File: config.mk
export PLATFORM = sky130hd
export DESIGN_NAME = ser4_ctrl_flat
export DESIGN_NICKNAME = d
export VERILOG_FILES = /design/src/rtl/ser4_ctrl_if.sv /design/src/rtl/ser4_ctrl.sv /design/src/flat_wrapper.sv
export SDC_FILE = /design/constraint.sdc
export NUM_CORES = 1
export LEC_CHECK = 0
export CAP_MARGIN = 20
export CORE_AREA = 2 2 39 41
export DETAILED_ROUTE_END_ITERATION = 7
export DIE_AREA = 0 0 41 43
export GPL_ROUTABILITY_DRIVEN = 0
export MAX_ROUTING_LAYER = met4
export PLACE_DENSITY = 0.78
export SETUP_SLACK_MARGIN = 0.5
export SLEW_MARGIN = 20
export SYNTH_ARGS = -nofsm -noshare
export SYNTH_HDL_FRONTEND = slang
export SYNTH_SLANG_ARGS = --single-unit
export TNS_END_PERCENT = 100
File: constraint.sdc
create_clock -name clk -period 1.69 [get_ports clk]
set_input_delay 0.169 -clock clk [delete_from_list [all_inputs] [get_ports clk]]
set_output_delay 0.169 -clock clk [all_outputs]
set_load 0.01 [all_outputs]
File: src/rtl/ser4_ctrl_if.sv
// Handshake and mux-drive bundle between a word producer, ser4_ctrl and a downstream mux4_1.
interface ser4_ctrl_if;
    logic       load;
    logic [3:0] din;
    logic       ready;
    logic       a;
    logic       b;
    logic       c;
    logic       d;
    logic [1:0] s;
    logic       valid;
    logic       last;

    modport slave (
        input  load, din,
        output ready, a, b, c, d, s, valid, last
    );

    modport master (
        output load, din,
        input  ready, a, b, c, d, s, valid, last
    );
endinterface

File: src/rtl/ser4_ctrl.sv
// 4-bit parallel-to-serial controller driving mux4_1 (LSB first, each select held HOLD clocks).
// Optional back-to-back streaming: define SER4_AUTORELOAD_EN to accept a new word on the last bit.
module ser4_ctrl #(
    parameter int HOLD = 1
) (
    input  logic         clk,
    input  logic         reset,
    ser4_ctrl_if.slave   bus
);
    typedef enum logic {IDLE, SHIFT} state_t;

    localparam logic [3:0] HOLD_M1 = 4'(HOLD - 1);

    state_t     state, state_n;
    logic [3:0] cnt, cnt_n;
    logic [1:0] s, s_n;
    logic [3:0] data, data_n;
    logic       valid, valid_n;
    logic       last;

    assign last = (state == SHIFT) && (cnt == HOLD_M1) && (s == 2'b11);

`ifdef SER4_AUTORELOAD_EN
    assign bus.ready = (state == IDLE) || last;
`else
    assign bus.ready = (state == IDLE);
`endif

    assign bus.a     = data[0];
    assign bus.b     = data[1];
    assign bus.c     = data[2];
    assign bus.d     = data[3];
    assign bus.s     = s;
    assign bus.valid = valid;
    assign bus.last  = last;

    always_ff @(posedge clk) begin
        if (reset) begin
            state <= IDLE;
            cnt   <= '0;
            s     <= '0;
            data  <= '0;
            valid <= 1'b0;
        end else begin
            state <= state_n;
            cnt   <= cnt_n;
            s     <= s_n;
            data  <= data_n;
            valid <= valid_n;
        end
    end

    always_comb begin
        state_n = state;
        cnt_n   = cnt;
        s_n     = s;
        data_n  = data;
        valid_n = valid;
        case (state)
            IDLE: begin
                if (bus.load) begin
                    data_n  = bus.din;
                    s_n     = 2'b00;
                    cnt_n   = '0;
                    valid_n = 1'b1;
                    state_n = SHIFT;
                end
            end
            SHIFT: begin
                if (cnt != HOLD_M1) begin
                    cnt_n = cnt + 4'd1;
                end else if (s != 2'b11) begin
                    s_n   = s + 2'b01;
                    cnt_n = '0;
                end else begin
                    // End of word; a_..d_ keep the last word so the mux output stays stable.
                    state_n = IDLE;
                    valid_n = 1'b0;
                    s_n     = 2'b00;
                    cnt_n   = '0;
`ifdef SER4_AUTORELOAD_EN
                    if (bus.load) begin
                        state_n = SHIFT;
                        valid_n = 1'b1;
                        data_n  = bus.din;
                    end
`endif
                end
            end
            default: state_n = IDLE;
        endcase
    end
endmodule

File: src/flat_wrapper.sv
// flat-port wrapper written by rule: the top's interface ports become plain ports
module ser4_ctrl_flat 
#(
    parameter int HOLD = 1
)
  (clk, reset, bus_load, bus_din, bus_ready, bus_a, bus_b, bus_c, bus_d, bus_s, bus_valid, bus_last);
  ser4_ctrl_if bus_i ();
  input  logic clk;
  input  logic reset;
  input wire logic [$bits(bus_i.load)-1:0] bus_load;
  input wire logic [$bits(bus_i.din)-1:0] bus_din;
  output wire logic [$bits(bus_i.ready)-1:0] bus_ready;
  output wire logic [$bits(bus_i.a)-1:0] bus_a;
  output wire logic [$bits(bus_i.b)-1:0] bus_b;
  output wire logic [$bits(bus_i.c)-1:0] bus_c;
  output wire logic [$bits(bus_i.d)-1:0] bus_d;
  output wire logic [$bits(bus_i.s)-1:0] bus_s;
  output wire logic [$bits(bus_i.valid)-1:0] bus_valid;
  output wire logic [$bits(bus_i.last)-1:0] bus_last;
  assign bus_i.load = bus_load;
  assign bus_i.din = bus_din;
  assign bus_ready = bus_i.ready;
  assign bus_a = bus_i.a;
  assign bus_b = bus_i.b;
  assign bus_c = bus_i.c;
  assign bus_d = bus_i.d;
  assign bus_s = bus_i.s;
  assign bus_valid = bus_i.valid;
  assign bus_last = bus_i.last;
  ser4_ctrl #(.HOLD(HOLD)) u_core (.clk(clk), .reset(reset), .bus(bus_i));
endmodule
[After elaboration in Yosys (flattened, before gate mapping)]
Index checks and enable logic that the tools add are counted.
Widths: inputs -> output; s select.
Storage, ports and cells
  register bits after elaboration: 12
  output and inout port bits: 9
  word-level logic and storage cells: 35
Operators by class
  add/subtract/negate cells: 2
  eq/ne operators: 5
  muxes and demuxes: 15
  bitwise logic cells: 1
  reduce and logical (&&, ||, !) cells: 7
Operators by type and width (count)
  $mux 4: 2
  $ne 2x2->1 const B: 4
  $pmux 4 s2: 1
  $mux 1: 6
  $mux 2: 3
  $add 4x1->4 const B: 1
  $logic_not 4->1: 1
  $pmux 1 s2: 2
  $pmux 2 s2: 1
  $reduce_and 2->1: 2
  $reduce_bool 4->1: 1
  $reduce_and 3->1: 1
  $add 2x1->2 const B: 1
  $eq 2x2->1 const B: 1
  $logic_and 1x1->1: 2
  $not 1->1: 1

[Depth between registers and ports, before layout]
Gate-level depths: netlist of the first run.
  depth in word-level cells: 4
  gate-level depth with buffers: 5

[Worst setup path after synthesis of the first run]
No wires, ideal clock.
  kind: flip-flop to flip-flop
  start point: register u_core.cnt[0]
  end point: register u_core.state
  arrival time: 1119 ps
  required time: 1617 ps
  slack: 498 ps
  stages on the path, launching flop included: 6
  buffers on the path: 0
  period minus slack after synthesis: 1192 ps
  cells stage by stage: dfxtp_1 > inv_1 > ha_1 > and4bb_1 > and2_4 > nor3_2
Between the ends
  word-level cells in the longest chain between the ends: 3
RTL lines
  from (decl): line ser4_ctrl.sv:15  | logic [3:0] cnt, cnt_n;
  from (signal assigned): line ser4_ctrl.sv:46  | cnt <= cnt_n;
  $reduce_bool 4->1: line ser4_ctrl.sv:70  | if (cnt != HOLD_M1) begin
  $mux 1: line ser4_ctrl.sv:70
  $pmux 1 s2: line ser4_ctrl.sv:59  | case (state)
  to (signal assigned): line ser4_ctrl.sv:45  | state <= state_n;
  to (decl): line ser4_ctrl.sv:14  | state_t state, state_n;
No other way between the ends.
A chain may end at the register's enable or synchronous reset.

[Worst setup path after layout of the first run]
  start point: register u_core.cnt[0]
  end point: output bus_last
Between the ends
  word-level cells in the longest chain between the ends: 3
RTL lines
  $logic_not 4->1: line ser4_ctrl.sv:21  | assign last = (state == SHIFT) && (cnt == HOLD_M1) && (s == 2'b11);
  $logic_and 1x1->1 (2 in a row): line ser4_ctrl.sv:21
  to (decl): line flat_wrapper.sv:19  | output wire logic [$bits(bus_i.last)-1:0] bus_last;
No other way between the ends.

==> out/metrics.cfg, run 1 <==
[status]
status=finished, final reports clean

[routing]
vias=535
first_pass_iters=4
vias_per_cell=5.25
drc=0
wl_met1_um=599
wl_met3_um=33
top_layer_used=met4
routed_wl_mm=1.39
postRouteAntennaNets=0
wl_met2_um=737
drt_iter0_drc=3
wl_per_cell_um=13.7

[critical_path]
arrival_ns=1.30
endpoint_kind=primary output
critPathKind=reg2out
timing.rr.end=u_core.state
start_kind=register
cp_slowest_cell=dfxtp_2
critPathBufInv=2
reg2reg_depth=7
path_delay_family=simple AND/OR/NAND/NOR gates
crit_fanout=3
critPathRequiredTime_ns=1.52
crit_chain=inv_2 -> ha_4 -> and4bb_1 -> and2_4 -> buf_6
crit_path_max_incr_delay_ns=0.33
reg2reg_slack_ns=0.34
r2r-start=u_core.cnt[0]

[logic_synthesis]
synth_area_um2=562
synth_warnings=0
syn-num-nets=69
synth.distinct_cells=27
synth_seq_cells=12
syn_inst=59
synth_area_per_cell_um2=9.52
ys_seq_area_frac=0.428

[timing]
fmax_mhz=680
rsz0062_at_grt=true
holdWs_ns=0.495
tns_ns=0
setup_violations=0
period_minus_slack_ns=1.47
fin_crit_sh=0.870
skew_ns=0.000437
worst_pin_slew_ns=0.282
hold_viol=0
drv_slew=0
relSlewSlack=0.812

[clock_tree]
clkLatencyLatePin_ns=0.27
cts_buffer_depth=2
cts_buffers=3
cts_max_level=1
cts_sinks=12
root_buffer=clkbuf_4
path_clk_slew_ns=0.08
cts_hold_repair.buffers=0
cts_tree=done

[global_route]
grt_pass1_vias=501
grt.overflow.total=0
grt_usage=0.188
grt_max_degree=9
antenna_found_initial=0
grt_pass1_wl_mm=2.19

[cells_and_area]
drive_gt1_frac=0.337
layout.nets=97
antenna_cells=0
syn_to_final_growth_pct=53.2
fillers=118

[pwr]
power.density_mw_per_mm2=745
ir_drop_mv=0.387
power_leakage_uw=0.000388

[hold_path]
hp-class=reg2reg
min_from=u_core.data[1]
hold_end=u_core.data[1]
hold_path_depth=2

[run]
max_cap_viol_count=0

[die]
num_rows=14
die_y_um=43
die_area_mm2=0.00176
initial_core_util=0.406
io_pins=16
coreArea_mm2=0.00138
die_w_um=41

[placed_design]
dpl.hpwl_um=848
io_buffers=15

-- worst max path at each step --
stage / start / to / slack [ns] / cells after the start
finish: u_core.cnt[0] / bus_last / 0.22 / 5
global route: u_core.cnt[0] / bus_last / 0.17 / 5
CTS: u_core.cnt[1] / bus_last / 0.23 / 5
detailed placement: u_core.cnt[0] / bus_last / 0.02 / 5
global placement: u_core.cnt[0] / bus_last / 0.06 / 5
floorplan: u_core.cnt[1] / u_core.state / 0.54 / 5
-- Yosys cell counts --
master | instances | area (um2)
a41oi_1 | 1 | 8.76
o21ai_1 | 1 | 5.00
mux2i_1 | 4 | 40.0
or2_1 | 1 | 6.26
dfxtp_1 | 12 | 240
o21ai_0 | 1 | 5.00
o31ai_1 | 1 | 7.51
ha_1 | 3 | 37.5
nor2_1 | 7 | 26.3
inv_1 | 4 | 15.0
nand2_1 | 3 | 11.3
buf_6 | 1 | 11.3
nand4b_1 | 1 | 8.76
and4bb_1 | 1 | 12.5
a311oi_1 | 2 | 17.5
o211ai_1 | 1 | 7.51
and2_4 | 1 | 8.76
a21oi_1 | 2 | 10.0
nor3b_1 | 1 | 7.51
a31oi_1 | 1 | 6.26
nor3_2 | 1 | 10.0
buf_2 | 2 | 10.0
or3_1 | 1 | 6.26
nand3_1 | 1 | 5.00
o22ai_2 | 1 | 12.5
nor2b_1 | 2 | 12.5
nand2b_1 | 2 | 12.5
-- stage by stage --
step | cell area [um2] | utilization | setup WS (ns) | power, uW | instances
floorplan | 563 | - | 0.538 | 358 | 59
global placement | 749 | 0.542 | 0.0629 | 407 | 92
detailed placement | 749 | 0.542 | 0.0224 | 409 | 92
CTS | 841 | 0.608 | 0.233 | 636 | 101
global route | 861 | 0.622 | 0.168 | 670 | 102
finish | 861 | 0.622 | 0.220 | 641 | 102
-- tightest hold or removal path, stage by stage (launching register included) --
cell	delay [ns]
dfxtp_1	0.33
mux2i_1	0.06
nor2_1	0.08
-- repair_timing --
| action | 4_1_cts | 5_1_grt |
|---|---|---|
| pin swaps | 3 | 4 |
| setup buffers | 5 | 1 |
| resized for setup | 23 | 7 |
| endpoints found under the setup margin | 12 | 11 |
| gates cloned | 0 | 0 |
-- state kept, by name (all words and copies together) (netlist names) --
name              count
u_core.state          1
u_core.bus.valid      1
u_core.cnt            4
u_core.data           4
u_core.bus.s          2
-- where the power goes --
part	switching [uW]	internal (uW)	total (uW)	leakage, uW
Combinational	47.7	59.7	107	0.000268
Sequential	8.29	296	304	0.0000994
Clock	98.8	131	230	0.0000210
-- placed cells by master, fill, tap and decap left out, types with 2 or more instances in the layout --
cell / synthesis / routed
clkdlybuf4s50_1: 0 / 6
o21ai_1: 1 / 2
dfxtp_2: 0 / 3
buf_4: 0 / 7
nor2_1: 7 / 6
ha_1: 3 / 2
mux2i_1: 4 / 4
nand2b_1: 2 / 2
nand2_1: 3 / 3
a21oi_1: 2 / 2
clkbuf_4: 0 / 3
dlygate4sd2_1: 0 / 7
a311oi_1: 2 / 2
dfxtp_1: 12 / 9
inv_1: 4 / 2
inv_2: 0 / 2
buf_6: 1 / 5
-- routing by layer --
metal,vias to the layer above,track usage
met3,4,0.0314
li1,262,-
met2,14,0.291
met1,255,0.231
met4,0,0.0800
met5,-,-
-- final cells by class --
class | instances | area, um2 | share of cell area
clock buffers | 4 | 36.3 | 0.0422
well taps | 16 | 20.0 | 0.0233
flip-flops and latches | 12 | 244 | 0.283
multi-input cells | 40 | 310 | 0.360
inverters | 4 | 15.0 | 0.0174
repair buffers | 26 | 235 | 0.273
-- logic make-up (layout without fill, tap and decap cells) --
| logic type | Yosys count | in the layout | share of synthesized area |
|---|---|---|---|
| AOI/OAI and AO/OA | 11 | 11 | 0.143 |
| muxes | 4 | 4 | 0.0713 |
| adders and majority gates | 3 | 3 | 0.0668 |
| buffers and inverters | 7 | 34 | 0.0646 |
| and+or+nand+nor | 22 | 22 | 0.227 |
| DFF | 12 | 12 | 0.428 |
No activity file was read; power rests on OpenSTA's default activity.
==> inputs of run 2 (changes only) <==
--- a/config.mk
+++ b/config.mk
@@ -10,7 +10,6 @@
 export DETAILED_ROUTE_END_ITERATION = 7
 export DIE_AREA = 0 0 41 43
 export GPL_ROUTABILITY_DRIVEN = 0
-export MAX_ROUTING_LAYER = met4
 export PLACE_DENSITY = 0.78
 export SETUP_SLACK_MARGIN = 0.5
 export SLEW_MARGIN = 20
==> run 2 against run 1 <==
  * Total power about the same
  * Routed wire length decreased by 0.36%
  * Worst hold slack about the same
==> out/metrics.cfg, run 2 (synthesis gave the netlist of run 1 again) <==
[status]
status=finished, final reports clean

[cells_and_area]
layout_commonest_cell=dfxtp_1
final_area_um2=861  ; unchanged
drive_gt1_frac=0.337  ; unchanged
reg_top3=u_core.cnt x4, u_core.data x4, u_core.bus.s x2
layout_common_cells=9 x dfxtp_1, 7 x dlygate4sd2_1, 7 x buf_4
final_cells=102  ; unchanged
antenna_cells=0  ; unchanged
syn_to_final_growth_pct=53.2  ; unchanged
layout.nets=97  ; unchanged

[timing]
fmax_mhz=680  ; about the same
hold_viol=0  ; unchanged
fin_crit_sh=0.870  ; about the same
setup_violations=0  ; unchanged
skew_ns=0.000322  ; -0.000115 ns
rsz0062_at_grt=true
relSlewSlack=0.816  ; +0.00435
period_minus_slack_ns=1.47  ; +0.00129 ns
worst_pin_slew_ns=0.275  ; -0.00651 ns
drv_slew=0  ; unchanged
tns_ns=0  ; unchanged

[clock_tree]
cts_buffer_depth=2  ; unchanged
cts_hold_repair.buffers=0  ; unchanged
path_clk_slew_ns=0.08  ; about the same
cts_tree=done
clkLatencyLatePin_ns=0.27  ; about the same
cts_max_level=1  ; unchanged
cts_sinks=12  ; unchanged
cts_buffers=3  ; unchanged
root_buffer=clkbuf_4

[critical_path]
reg2reg_slack_ns=0.34  ; about the same
crit_chain=inv_2 -> ha_4 -> and4bb_1 -> and2_4 -> buf_6
reg2reg_depth=7  ; unchanged
timing.rr.end=u_core.state
crit_path_max_incr_delay_ns=0.33  ; about the same
start_kind=register
crit_fanout=3  ; unchanged
cp_slowest_cell=dfxtp_2
critPathRequiredTime_ns=1.52  ; about the same
r2r-start=u_core.cnt[0]
arrival_ns=1.30  ; about the same
endpoint_kind=primary output
critPathKind=reg2out

[die]
die_area_mm2=0.00176  ; unchanged
num_rows=14  ; unchanged
die_w_um=41  ; unchanged
die_y_um=43  ; unchanged
initial_core_util=0.406  ; unchanged
coreArea_mm2=0.00138  ; unchanged
io_pins=16  ; unchanged

[routing]
routed_wl_mm=1.39  ; -0.36%
drc=0  ; unchanged
drt_iter0_drc=6  ; +3
postRouteAntennaNets=0  ; unchanged
vias=537  ; +0.37%
wl_per_cell_um=13.6  ; -0.36%
vias_per_cell=5.26  ; +0.37%
first_pass_iters=4  ; unchanged

[pwr]
p_total_uw=641  ; about the same
ir_drop_mv=0.387  ; about the same
power.density_mw_per_mm2=745  ; about the same
power_leakage_uw=0.000388  ; unchanged

[hold_path]
min_from=u_core.data[1]
hold_path_depth=2  ; unchanged
hp-class=reg2reg
hold_end=u_core.data[1]

[global_route]
grt_usage=0.182  ; -0.00555
grt.overflow.total=0  ; unchanged
antenna_found_initial=0  ; unchanged
grt_pass1_vias=500  ; -0.20%
grt_util_met1=0.227  ; -0.00325
met2_usage=0.291  ; unchanged
busiest_layer=met2
grtUsageMet3=0.0314  ; unchanged
grt_pass1_wl_mm=2.18  ; -0.32%
grt_max_degree=9  ; unchanged

[placed_design]
dpl.cell_count=92  ; unchanged
dpl.hpwl_um=848  ; unchanged
io_buffers=15  ; unchanged
place_area_um2=749  ; unchanged

[run]
max_cap_viol_count=0  ; unchanged

-- run 2: cell counts in the layout (fill, tap and decap cells not counted) --
No cell type changed its count.
-- run 2: worst max path at each step --
stage | startpoint | end | slack, ns
3_5_place_dp | u_core.cnt[0] | bus_last | 0.02
5_1_grt | u_core.cnt[0] | bus_last | 0.17
3_3_place_gp | u_core.cnt[0] | bus_last | 0.06
4_1_cts | u_core.cnt[1] | bus_last | 0.23
2_1_floorplan | u_core.cnt[1] | u_core.state | 0.54
6_report | u_core.cnt[0] | bus_last | 0.22
-- run 2: worst max-delay path, delay by kind of cell (launching register included) --
family | cells | cell delay [ns]
adder cells (fa/ha/maj) | 1 | 0.12
buffers and inverters | 2 | 0.16
flip-flops | 1 | 0.33
AND/OR/NAND/NOR | 2 | 0.41
-- run 2: metal layers --
metal / part of all wire / wire length, um / up-vias
li1: - / - / 263
met1: 0.43 / 600 / 256
met2: 0.53 / 731 / 14
met3: 0.024 / 34 / 4
met4: 0.017 / 23 / 0
met5: 0 / 0 / -
-- run 2: through the flow --
stage | worst slack (ns) | utilization | hold slack (ns)
final | 0.219 | 0.622 | 0.495
after global routing | 0.168 | 0.622 | 0.527
after detailed placement | 0.0224 | 0.542 | 0.473
after floorplan | 0.538 | - | 0.241
after global placement | 0.0629 | 0.542 | 0.462
after CTS | 0.233 | 0.608 | 0.500
-- run 2: final cells by class --
class	count	area (um2)
inverter	4	15.0
fill	118	523
tap	16	20.0
timing repair buffer	26	235
sequential	12	244
clock buffer	4	36.3
multi-input combinational	40	310
-- run 2: report_power, final --
group	switching (uW)	internal, uW
sequential	8.29	296
combinational	47.5	59.7
clock	98.9	131
total	155	487
-- run 2: timing repair --
| item | CTS | global route |
|---|---|---|
| setup buffers | 5 | 1 |
| gates resized for setup | 23 | 7 |
| setup endpoints to repair | 12 | 11 |
| endpoints found under the hold margin | 0 | 0 |
| pin swaps | 3 | 4 |
